## src/rtl/wb_arb2_bram.sv

```systemverilog
// Two-master Wishbone arbiter in front of the BlockRAM slave: round-robin grant
// held for a whole bus cycle, plus a watchdog that errors a transfer the slave never acks.
module wb_arb2_bram #(
  parameter int unsigned timeout   = 255,
  parameter int unsigned tmo_width = 8
) (
  input  logic        clk_i,
  input  logic        rst_i,
  input  logic        m0_cyc_i,
  input  logic        m0_stb_i,
  input  logic        m0_we_i,
  input  logic [31:0] m0_adr_i,
  input  logic [31:0] m0_dat_i,
  input  logic [3:0]  m0_sel_i,
  output logic [31:0] m0_dat_o,
  output logic        m0_ack_o,
  output logic        m0_err_o,
  input  logic        m1_cyc_i,
  input  logic        m1_stb_i,
  input  logic        m1_we_i,
  input  logic [31:0] m1_adr_i,
  input  logic [31:0] m1_dat_i,
  input  logic [3:0]  m1_sel_i,
  output logic [31:0] m1_dat_o,
  output logic        m1_ack_o,
  output logic        m1_err_o,
  output logic        s_cyc_o,
  output logic        s_stb_o,
  output logic        s_we_o,
  output logic [31:0] s_adr_o,
  output logic [31:0] s_dat_o,
  output logic [3:0]  s_sel_o,
  input  logic [31:0] s_dat_i,
  input  logic        s_ack_i
);

  typedef enum logic [1:0] {IDLE, GNT0, GNT1} state_t;

  localparam logic [tmo_width-1:0] TMO_LIMIT = tmo_width'(timeout);
  localparam bit                   WD_ON     = (timeout != 0);

  state_t               state, state_nxt;
  logic                 last_gnt;
  logic [tmo_width-1:0] wd_cnt, wd_nxt;
  logic                 wd_fire;

  logic                 g_cyc, g_stb, g_we;
  logic [31:0]          g_adr, g_dat;
  logic [3:0]           g_sel;

  // last_gnt only matters for the tie in IDLE; it names the master that must yield
  always_ff @(posedge clk_i or negedge rst_i) begin
    if (!rst_i) begin
      state    <= IDLE;
      last_gnt <= 1'b1;
      wd_cnt   <= '0;
    end else begin
      state  <= state_nxt;
      wd_cnt <= wd_nxt;
      if (state_nxt == GNT0 && state != GNT0)
        last_gnt <= 1'b0;
      else if (state_nxt == GNT1 && state != GNT1)
        last_gnt <= 1'b1;
    end
  end

  always_comb begin
    state_nxt = state;
    case (state)
      IDLE: begin
        if (m0_cyc_i && m1_cyc_i)
          state_nxt = last_gnt ? GNT0 : GNT1;
        else if (m0_cyc_i)
          state_nxt = GNT0;
        else if (m1_cyc_i)
          state_nxt = GNT1;
      end
      GNT0: if (!m0_cyc_i) state_nxt = m1_cyc_i ? GNT1 : IDLE;
      GNT1: if (!m1_cyc_i) state_nxt = m0_cyc_i ? GNT0 : IDLE;
      default: state_nxt = IDLE;
    endcase
  end

  always_comb begin
    g_cyc = 1'b0;
    g_stb = 1'b0;
    g_we  = 1'b0;
    g_adr = '0;
    g_dat = '0;
    g_sel = '0;
    if (state == GNT0) begin
      g_cyc = m0_cyc_i;
      g_stb = m0_stb_i;
      g_we  = m0_we_i;
      g_adr = m0_adr_i;
      g_dat = m0_dat_i;
      g_sel = m0_sel_i;
    end else if (state == GNT1) begin
      g_cyc = m1_cyc_i;
      g_stb = m1_stb_i;
      g_we  = m1_we_i;
      g_adr = m1_adr_i;
      g_dat = m1_dat_i;
      g_sel = m1_sel_i;
    end
  end

  // The firing cycle itself masks stb and swallows any late ack, so err never meets ack
  assign wd_fire = WD_ON && g_cyc && g_stb && (wd_cnt == TMO_LIMIT);

  always_comb begin
    wd_nxt = '0;
    if (WD_ON && g_cyc && g_stb && !s_ack_i && !wd_fire && state_nxt == state)
      wd_nxt = wd_cnt + 1'b1;
  end

  assign s_cyc_o = g_cyc;
  assign s_stb_o = g_stb & ~wd_fire;
  assign s_we_o  = g_we;
  assign s_adr_o = g_adr;
  assign s_dat_o = g_dat;
  assign s_sel_o = g_sel;

  assign m0_ack_o = (state == GNT0) && s_ack_i && !wd_fire;
  assign m1_ack_o = (state == GNT1) && s_ack_i && !wd_fire;
  assign m0_err_o = (state == GNT0) && wd_fire;
  assign m1_err_o = (state == GNT1) && wd_fire;
  assign m0_dat_o = (state == GNT0) ? s_dat_i : 32'h0;
  assign m1_dat_o = (state == GNT1) ? s_dat_i : 32'h0;

endmodule

```

## config.mk

```make
export PLATFORM = sky130hd
export DESIGN_NAME = wb_arb2_bram
export DESIGN_NICKNAME = d
export VERILOG_FILES = /design/src/rtl/wb_arb2_bram.sv
export SDC_FILE = /design/constraint.sdc
export NUM_CORES = 1
export LEC_CHECK = 0
export CAP_MARGIN = 25
export CELL_PAD_IN_SITES_DETAIL_PLACEMENT = 1
export CELL_PAD_IN_SITES_GLOBAL_PLACEMENT = 1
export CORE_MARGIN = 5
export CORE_UTILIZATION = 12
export DETAILED_ROUTE_END_ITERATION = 10
export GPL_ROUTABILITY_DRIVEN = 0
export GPL_TIMING_DRIVEN = 0
export PLACE_DENSITY = 0.89
export SETUP_SLACK_MARGIN = 0.2
export SLEW_MARGIN = 40
export SYNTH_ARGS = -nofsm -noshare
export SYNTH_HDL_FRONTEND = slang
export SYNTH_SLANG_ARGS = --single-unit
```

## constraint.sdc

```tcl
create_clock -name clk_i -period 2.2 [get_ports clk_i]
set_clock_uncertainty 0.1 [all_clocks]
set_input_delay 0.22 -clock clk_i [delete_from_list [all_inputs] [get_ports clk_i]]
set_output_delay 0.22 -clock clk_i [all_outputs]
set_load 0.05 [all_outputs]
```

# Word level (Yosys, flattened, before mapping)
# Index checks and enable logic that the tools add are counted.
[totals]
register_bits = 11
elab_cells = 58
[op_classes]
addsub = 1
eq_ne = 8
muxes = 26
bitwise = 2
reduce_logical = 18
[ops]
columns = ["op", "n"]
rows = [
  ["$mux W32", 6],
  ["$logic_and A1 B1 Y1", 14],
  ["$mux W2", 7],
  ["$mux W1", 9],
  ["$add A8 B1 Y8 const B", 1],
  ["$eq A8 B8 Y1 const B", 1],
  ["$mux W4", 2],
  ["$mux W8", 1],
  ["$pmux W2 S3", 1],
  ["$eq A2 B1 Y1 const B", 2],
  ["$eq A2 B2 Y1 const B", 2],
  ["$eq A2 B2 Y1", 1],
  ["$logic_not A1 Y1", 2],
  ["$logic_not A2 Y1", 1],
  ["$ne A2 B1 Y1 const B", 1],
  ["$ne A2 B2 Y1 const B", 1],
  ["$reduce_bool A2 Y1", 1],
  ["$and A1 B1 Y1", 1],
  ["$not A1 Y1", 1],
]

# Longest topological paths before layout
[logic_depth]
word_depth = 9
depth_mapped = 7
depth_no_buf = 4

# Worst setup path after synthesis
# OpenSTA, ideal clock, no wires.
[synth_timing]
kind = "flip-flop to output port"
from = "register state[1]"
to = "output m0_ack_o"
arrival_ns = 1.682
required_time_ns = 1.880
slack_ns = 0.198
stages_incl_launch_ff = 8
n_path_buf = 4
cell_sequence = "dfrtp_1 -> buf_6 -> nor2b_1 -> buf_2 -> buf_6 -> buf_2 -> nand2_1 -> nor2_1"
[synth_via]
elab_chain_len = 7
elab_cells_between_ends = 11
cone_classes = "eq/ne (2); mux (4); reduce/logical (5)"
[synth_lines]
columns = ["item", "line_no", "rtl"]
rows = [
  ["start, declared", "42", "state_t state, state_nxt;"],
  ["start signal, assigned", "58", "state <= state_nxt;"],
  ["$eq A2 B2 Y1", "98", "end else if (state == GNT1) begin"],
  ["$mux W1", "98", ""],
  ["$mux W1", "91", "if (state == GNT0) begin"],
  ["$logic_and A1 B1 Y1 (2 in a row)", "109", "assign wd_fire = WD_ON && g_cyc && g_stb && (wd_cnt == TMO_LIMIT);"],
  ["$logic_not A1 Y1", "124", "assign m0_ack_o = (state == GNT0) && s_ack_i && !wd_fire;"],
  ["$logic_and A1 B1 Y1 (*)", "124", ""],
  ["end, declared", "16", "output logic m0_ack_o,"],
]
# Mark *: on every way between the ends. The rest lies on a longest branch, timed or not.

# Worst setup path in the final report
[layout_timing]
from = "register state[1]"
to = "output m0_err_o"
[layout_via]
elab_chain_len = 6
elab_cells_between_ends = 9
cone_classes = "eq/ne (2); mux (4); reduce/logical (3)"
[layout_lines]
columns = ["item", "line_no", "rtl"]
rows = [
  ["$eq A2 B2 Y1", "98", ""],
  ["$mux W1", "98", ""],
  ["$mux W1", "91", ""],
  ["$logic_and A1 B1 Y1 (2 in a row)", "109", ""],
  ["$logic_and A1 B1 Y1 (*)", "126", "assign m0_err_o = (state == GNT0) && wd_fire;"],
  ["end, declared", "17", "output logic m0_err_o,"],
]
# Marks and branches as above.

==> impl_results.html <==
<table>
<tr><th>Metric</th><th>Value</th></tr>
<tr><th colspan="2">Status</th></tr>
<tr><td>Run status</td><td>completed</td></tr>
<tr><th colspan="2">Setup path</th></tr>
<tr><td>Data arrival, critical path</td><td>about 1.7 ns</td></tr>
<tr><td>Register-to-register setup slack</td><td>between 0.5 and 0.6 ns</td></tr>
<tr><td>Worst Path Class, Setup</td><td>register to primary output</td></tr>
<tr><td>Critical Path Max Stage Delay</td><td>approximately 0.37 ns</td></tr>
<tr><td>Required time of the critical path</td><td>around 1.9 ns</td></tr>
<tr><td>Cell breakdown of the critical path</td><td>buf_6 &gt; nand4b_1 &gt; a211oi_4 &gt; buf_6 &gt; and2_4 &gt; buf_8</td></tr>
<tr><td>Top fanout value on the critical path</td><td>5</td></tr>
<tr><td>Top delay family on crit path</td><td>buffers and inverters</td></tr>
<tr><td>Critical path endpoint category</td><td>primary output</td></tr>
<tr><td>Startpoint kind of the worst setup timing path</td><td>register</td></tr>
<tr><td>Cell seen most often among critical-path stages</td><td>buf_6</td></tr>
<tr><td>Slowest stage cell, crit path</td><td>dfrtp_1</td></tr>
<tr><td>Number of buffer and inverter stages on the critical path</td><td>3</td></tr>
<tr><th colspan="2">Power and ir drop</th></tr>
<tr><td>Total power per unit cell area</td><td>between 600 and 700 mW/mm^2</td></tr>
<tr><td>Peak supply drop</td><td>278 uV</td></tr>
<tr><td>Switching component of the power</td><td>between 1.5 and 2 mW</td></tr>
<tr><td>Net switching share of the total power</td><td>between 50% and 60%</td></tr>
<tr><td>Combinational cell fraction of total power</td><td>between 80% and 90%</td></tr>
<tr><td>Internal portion of total power</td><td>between 1.5 and 2 mW</td></tr>
<tr><td>Cell leakage power</td><td>roughly 2.6 nW</td></tr>
<tr><td>Share of power burned in registers</td><td>roughly 6.4%</td></tr>
<tr><td>Clock power share</td><td>9.4%</td></tr>
<tr><th colspan="2">Logic synthesis</th></tr>
<tr><td>Syn_area_per_cell</td><td>7.91 um^2</td></tr>
<tr><td>Mux contribution to synthesized area</td><td>0%</td></tr>
<tr><td>Post-Synthesis Cells</td><td>~230</td></tr>
<tr><td>Syn. warnings</td><td>0</td></tr>
<tr><td>Xor and xnor fraction of the mapped netlist area</td><td>under 10%</td></tr>
<tr><td>Synthesis-stage register bit count</td><td>11</td></tr>
<tr><td>Fraction of the mapped netlist area in adder cells</td><td>less than 1%</td></tr>
<tr><td>Net count after synthesis</td><td>about 400</td></tr>
<tr><td>Number of different library cells in the post-synthesis netlist</td><td>36</td></tr>
<tr><td>Synth Cell Area</td><td>approximately 0.0018 mm^2</td></tr>
<tr><td>Complex-gate fraction of the synthesized area</td><td>39.8%</td></tr>
<tr><td>Post-synthesis share of cell area spent on and, or, nand and nor gates</td><td>33.9%</td></tr>
<tr><td>Dominant combinational cell family by area after synthesis</td><td>compound AO/OA/AOI/OAI gates</td></tr>
<tr><td>Sequential element share of the synthesized area</td><td>between 15 and 20%</td></tr>
<tr><th colspan="2">Global routing</th></tr>
<tr><td>Via count of the first global-routing pass</td><td>approximately 3700</td></tr>
<tr><td>Initial antenna violation count</td><td>0</td></tr>
<tr><td>Global routing usage on met1</td><td>17.6%</td></tr>
<tr><td>Global-route wire length before repair</td><td>23.3 mm</td></tr>
<tr><td>Met2 GRT Util</td><td>approximately a third</td></tr>
<tr><td>GRT Resource Usage Total</td><td>roughly 17%</td></tr>
<tr><td>Met3 Resource Use GR</td><td>4.86%</td></tr>
<tr><td>Maximum number of pins on one net before global-route repair</td><td>12</td></tr>
<tr><td>Most used routing layer in global routing</td><td>met2</td></tr>
<tr><td>Sum of overflow across all layers after global routing</td><td>0</td></tr>
<tr><th colspan="2">Routing</th></tr>
<tr><td>Vias</td><td>3257</td></tr>
<tr><td>Remaining number of nets flagged by the antenna check after routing</td><td>0</td></tr>
<tr><td>Routed vias/inst</td><td>~4.4</td></tr>
<tr><td>Drt first-iter violations</td><td>98</td></tr>
<tr><td>Average wire per standard cell</td><td>21.9 um</td></tr>
<tr><td>Residual DRC count</td><td>0</td></tr>
<tr><td>Number of detailed-routing iterations run before antenna repair</td><td>4</td></tr>
<tr><td>Post-Route WL</td><td>16.3 mm</td></tr>
<tr><th colspan="2">CTS</th></tr>
<tr><td>Worst-path clk slew</td><td>roughly 0.040 ns</td></tr>
<tr><td>Clock tree from TritonCTS</td><td>built</td></tr>
<tr><td>Root cell of the clock tree</td><td>clkbuf_16</td></tr>
<tr><td>Insertion delay of the later-clocked pin in the worst-skew pair</td><td>between 0.2 and 0.25 ns</td></tr>
<tr><td>TritonCTS sink count</td><td>11</td></tr>
<tr><td>H-tree depth reported by CTS</td><td>1</td></tr>
<tr><td>Number of buffers inserted during clock tree synthesis</td><td>3</td></tr>
<tr><td>Maximum root-to-sink buffer count</td><td>2</td></tr>
<tr><th colspan="2">Finish</th></tr>
<tr><td>Layout cells sized above 1</td><td>a little under two fifths</td></tr>
<tr><td>Number of fill cells</td><td>1659</td></tr>
<tr><td>Relative area change from synthesis to final layout</td><td>220%</td></tr>
<tr><td>Antenna diode count</td><td>0</td></tr>
<tr><td>Nets</td><td>740</td></tr>
<tr><td>Core Util, Final</td><td>between 30 and 40%</td></tr>
<tr><td>Non-filler instance count after layout</td><td>roughly 750</td></tr>
<tr><th colspan="2">STA</th></tr>
<tr><td>Final Hold Viols</td><td>0</td></tr>
<tr><td>Final setup vio count</td><td>0</td></tr>
<tr><td>Fin. max-slew vios</td><td>0</td></tr>
<tr><td>Slew HR</td><td>approximately half</td></tr>
<tr><td>Shortest clock period the worst path allows after layout</td><td>between 2 and 2.5 ns</td></tr>
<tr><td>Highest attainable clock frequency</td><td>around 490 MHz</td></tr>
<tr><td>Unrepaired setup endpoints after global routing</td><td>true</td></tr>
<tr><td>Sum Neg Setup Slack</td><td>0 ns</td></tr>
<tr><td>Fin crit share</td><td>about nine tenths</td></tr>
<tr><td>Actual slew at the worst max-slew pin</td><td>between 0.7 and 0.8 ns</td></tr>
<tr><th colspan="2">Worst hold path</th></tr>
<tr><td>Classification of the worst-slack hold path</td><td>input port to async pin</td></tr>
<tr><th colspan="2">Floorplanning</th></tr>
<tr><td>Total die area</td><td>approximately 0.018 mm^2</td></tr>
<tr><td>I/O Pins</td><td>~320</td></tr>
<tr><td>Core region area</td><td>between 0.01 and 0.015 mm^2</td></tr>
<tr><td>Horizontal die dimension</td><td>133 um</td></tr>
<tr><td>Starting Density</td><td>approximately 12%</td></tr>
<tr><td>Row cnt</td><td>44</td></tr>
<tr><td>Die boundary height</td><td>133 um</td></tr>
<tr><th colspan="2">Placement</th></tr>
<tr><td>DP HPWL</td><td>13.5 mm</td></tr>
<tr><td>Number of placed instances with taps included</td><td>727</td></tr>
<tr><td>Input/output buffers</td><td>about 320</td></tr>
<tr><th colspan="2">Run</th></tr>
<tr><td>Number of maximum-capacitance violations</td><td>0</td></tr>
</table>
[registers in the layout, indices dropped and copies added (netlist names)]
name,count
wd_cnt,8
state,2
last_gnt,1
[stage by stage]
stage / power, mW / hold WS, ns / worst slack (ns) / area (um^2)
floorplan: 1.79 / -0.176 / 0.198 / 1810
global placement: 2.87 / 0.393 / -0.630 / 5190
detailed placement: 2.90 / 0.413 / -0.744 / 5190
CTS: 3.39 / 0.239 / 0.158 / 5370
global route: 3.69 / 0.262 / 0.103 / 5770
finish: 3.55 / 0.220 / 0.179 / 5770
[synthesized netlist by cell type]
master | n | area [um^2]
ha_1 | 1 | 12.5
nand2_1 | 3 | 11.3
nand2b_1 | 1 | 6.26
and2_1 | 66 | 413
buf_4 | 2 | 15.0
nand4_2 | 1 | 12.5
o22a_1 | 1 | 8.76
nor2_1 | 8 | 30.0
and2_4 | 1 | 8.76
nor3b_1 | 1 | 7.51
nor3_1 | 3 | 15.0
buf_2 | 13 | 65.1
nor4_1 | 3 | 18.8
o21ai_0 | 5 | 25.0
nor2b_1 | 2 | 12.5
nand4b_1 | 1 | 8.76
buf_6 | 3 | 33.8
clkbuf_2 | 1 | 5.00
a21oi_1 | 3 | 15.0
nor4b_1 | 1 | 8.76
nand4b_4 | 1 | 23.8
dfstp_2 | 1 | 26.3
o21ba_2 | 1 | 10.0
o21a_1 | 1 | 7.51
nand4_1 | 1 | 6.26
a22o_1 | 70 | 613
clkbuf_1 | 8 | 30.0
xor2_1 | 1 | 8.76
nand3_1 | 3 | 15.0
a2111oi_2 | 1 | 15.0
dfrtp_1 | 10 | 250
inv_1 | 3 | 11.3
a22oi_1 | 1 | 7.51
xnor2_1 | 2 | 17.5
a211oi_1 | 2 | 15.0
or3_1 | 2 | 12.5
[worst paths after layout]
check | startpoint | end | cells past startpoint
min in group clk_i | m1_cyc_i | state[1] | 2
hold reg to reg | last_gnt | last_gnt | 2
setup reg to reg | wd_cnt[1] | wd_cnt[6] | 4
hold / removal | rst_i | wd_cnt[1] | 1
setup / recovery | state[1] | m0_err_o | 6
max in group asynchronous | rst_i | last_gnt | 1
[layout make-up]
type	count	area, um^2	share of cell area, %
plain buffers	27	329	5.70
clock buffers	4	78.8	1.37
inverters	3	11.3	0.195
multi-input cells	187	1460	25.2
flip-flops and latches	11	277	4.79
well taps	184	230	3.99
repair buffers	329	3390	58.7
[layer usage]
metal / wire, um / up-vias
li1: - / 1513
met1: 5570 / 1551
met2: 9100 / 181
met3: 1450 / 12
met4: 188 / 0
met5: 0 / -
[what timing repair did]
action,4_1_cts,5_1_grt
gates cloned,2,3
gates resized for setup,923,117
setup endpoints to repair,139,139
buffers inserted,8,1
pin swaps,17,14
hold buffers,0,0
[power groups by stage]
stage,logic [mW],registers [mW],clock network [mW]
4_1_cts,2.82,0.226,0.342
3_3_place_gp,2.64,0.226,0
6_report,2.99,0.226,0.334
3_5_place_dp,2.67,0.227,0
5_1_grt,3.10,0.228,0.359
2_1_floorplan,1.56,0.225,0
[cells by family after synthesis]
kind of cell,Yosys count
xor+xnor,3
flops,11
fa+ha+maj,1
buf+inv,30
simple gates,98
compound gates,85
[cells in the final DEF, fill, tap and decap left out, types with 2 or more instances in the layout]
cell,Yosys,layout
nand3_1,3,2
clkbuf_4,0,28
a22o_1,70,69
a21oi_1,3,3
buf_8,0,20
nor4_1,3,3
o21ai_0,5,5
clkdlybuf4s50_1,0,174
or3_1,2,2
clkbuf_16,0,6
and2_1,66,55
dfrtp_1,10,10
nor2_1,8,6
buf_6,3,99
buf_2,13,7
and2_4,1,12
inv_1,3,3
nor3_1,3,3
buf_12,0,2
dlygate4sd2_1,0,2
nor2b_4,0,2
xnor2_1,2,2
nor2_2,0,2
nand2_1,3,3
buf_4,2,20
Power figures use the tool's default switching activity.
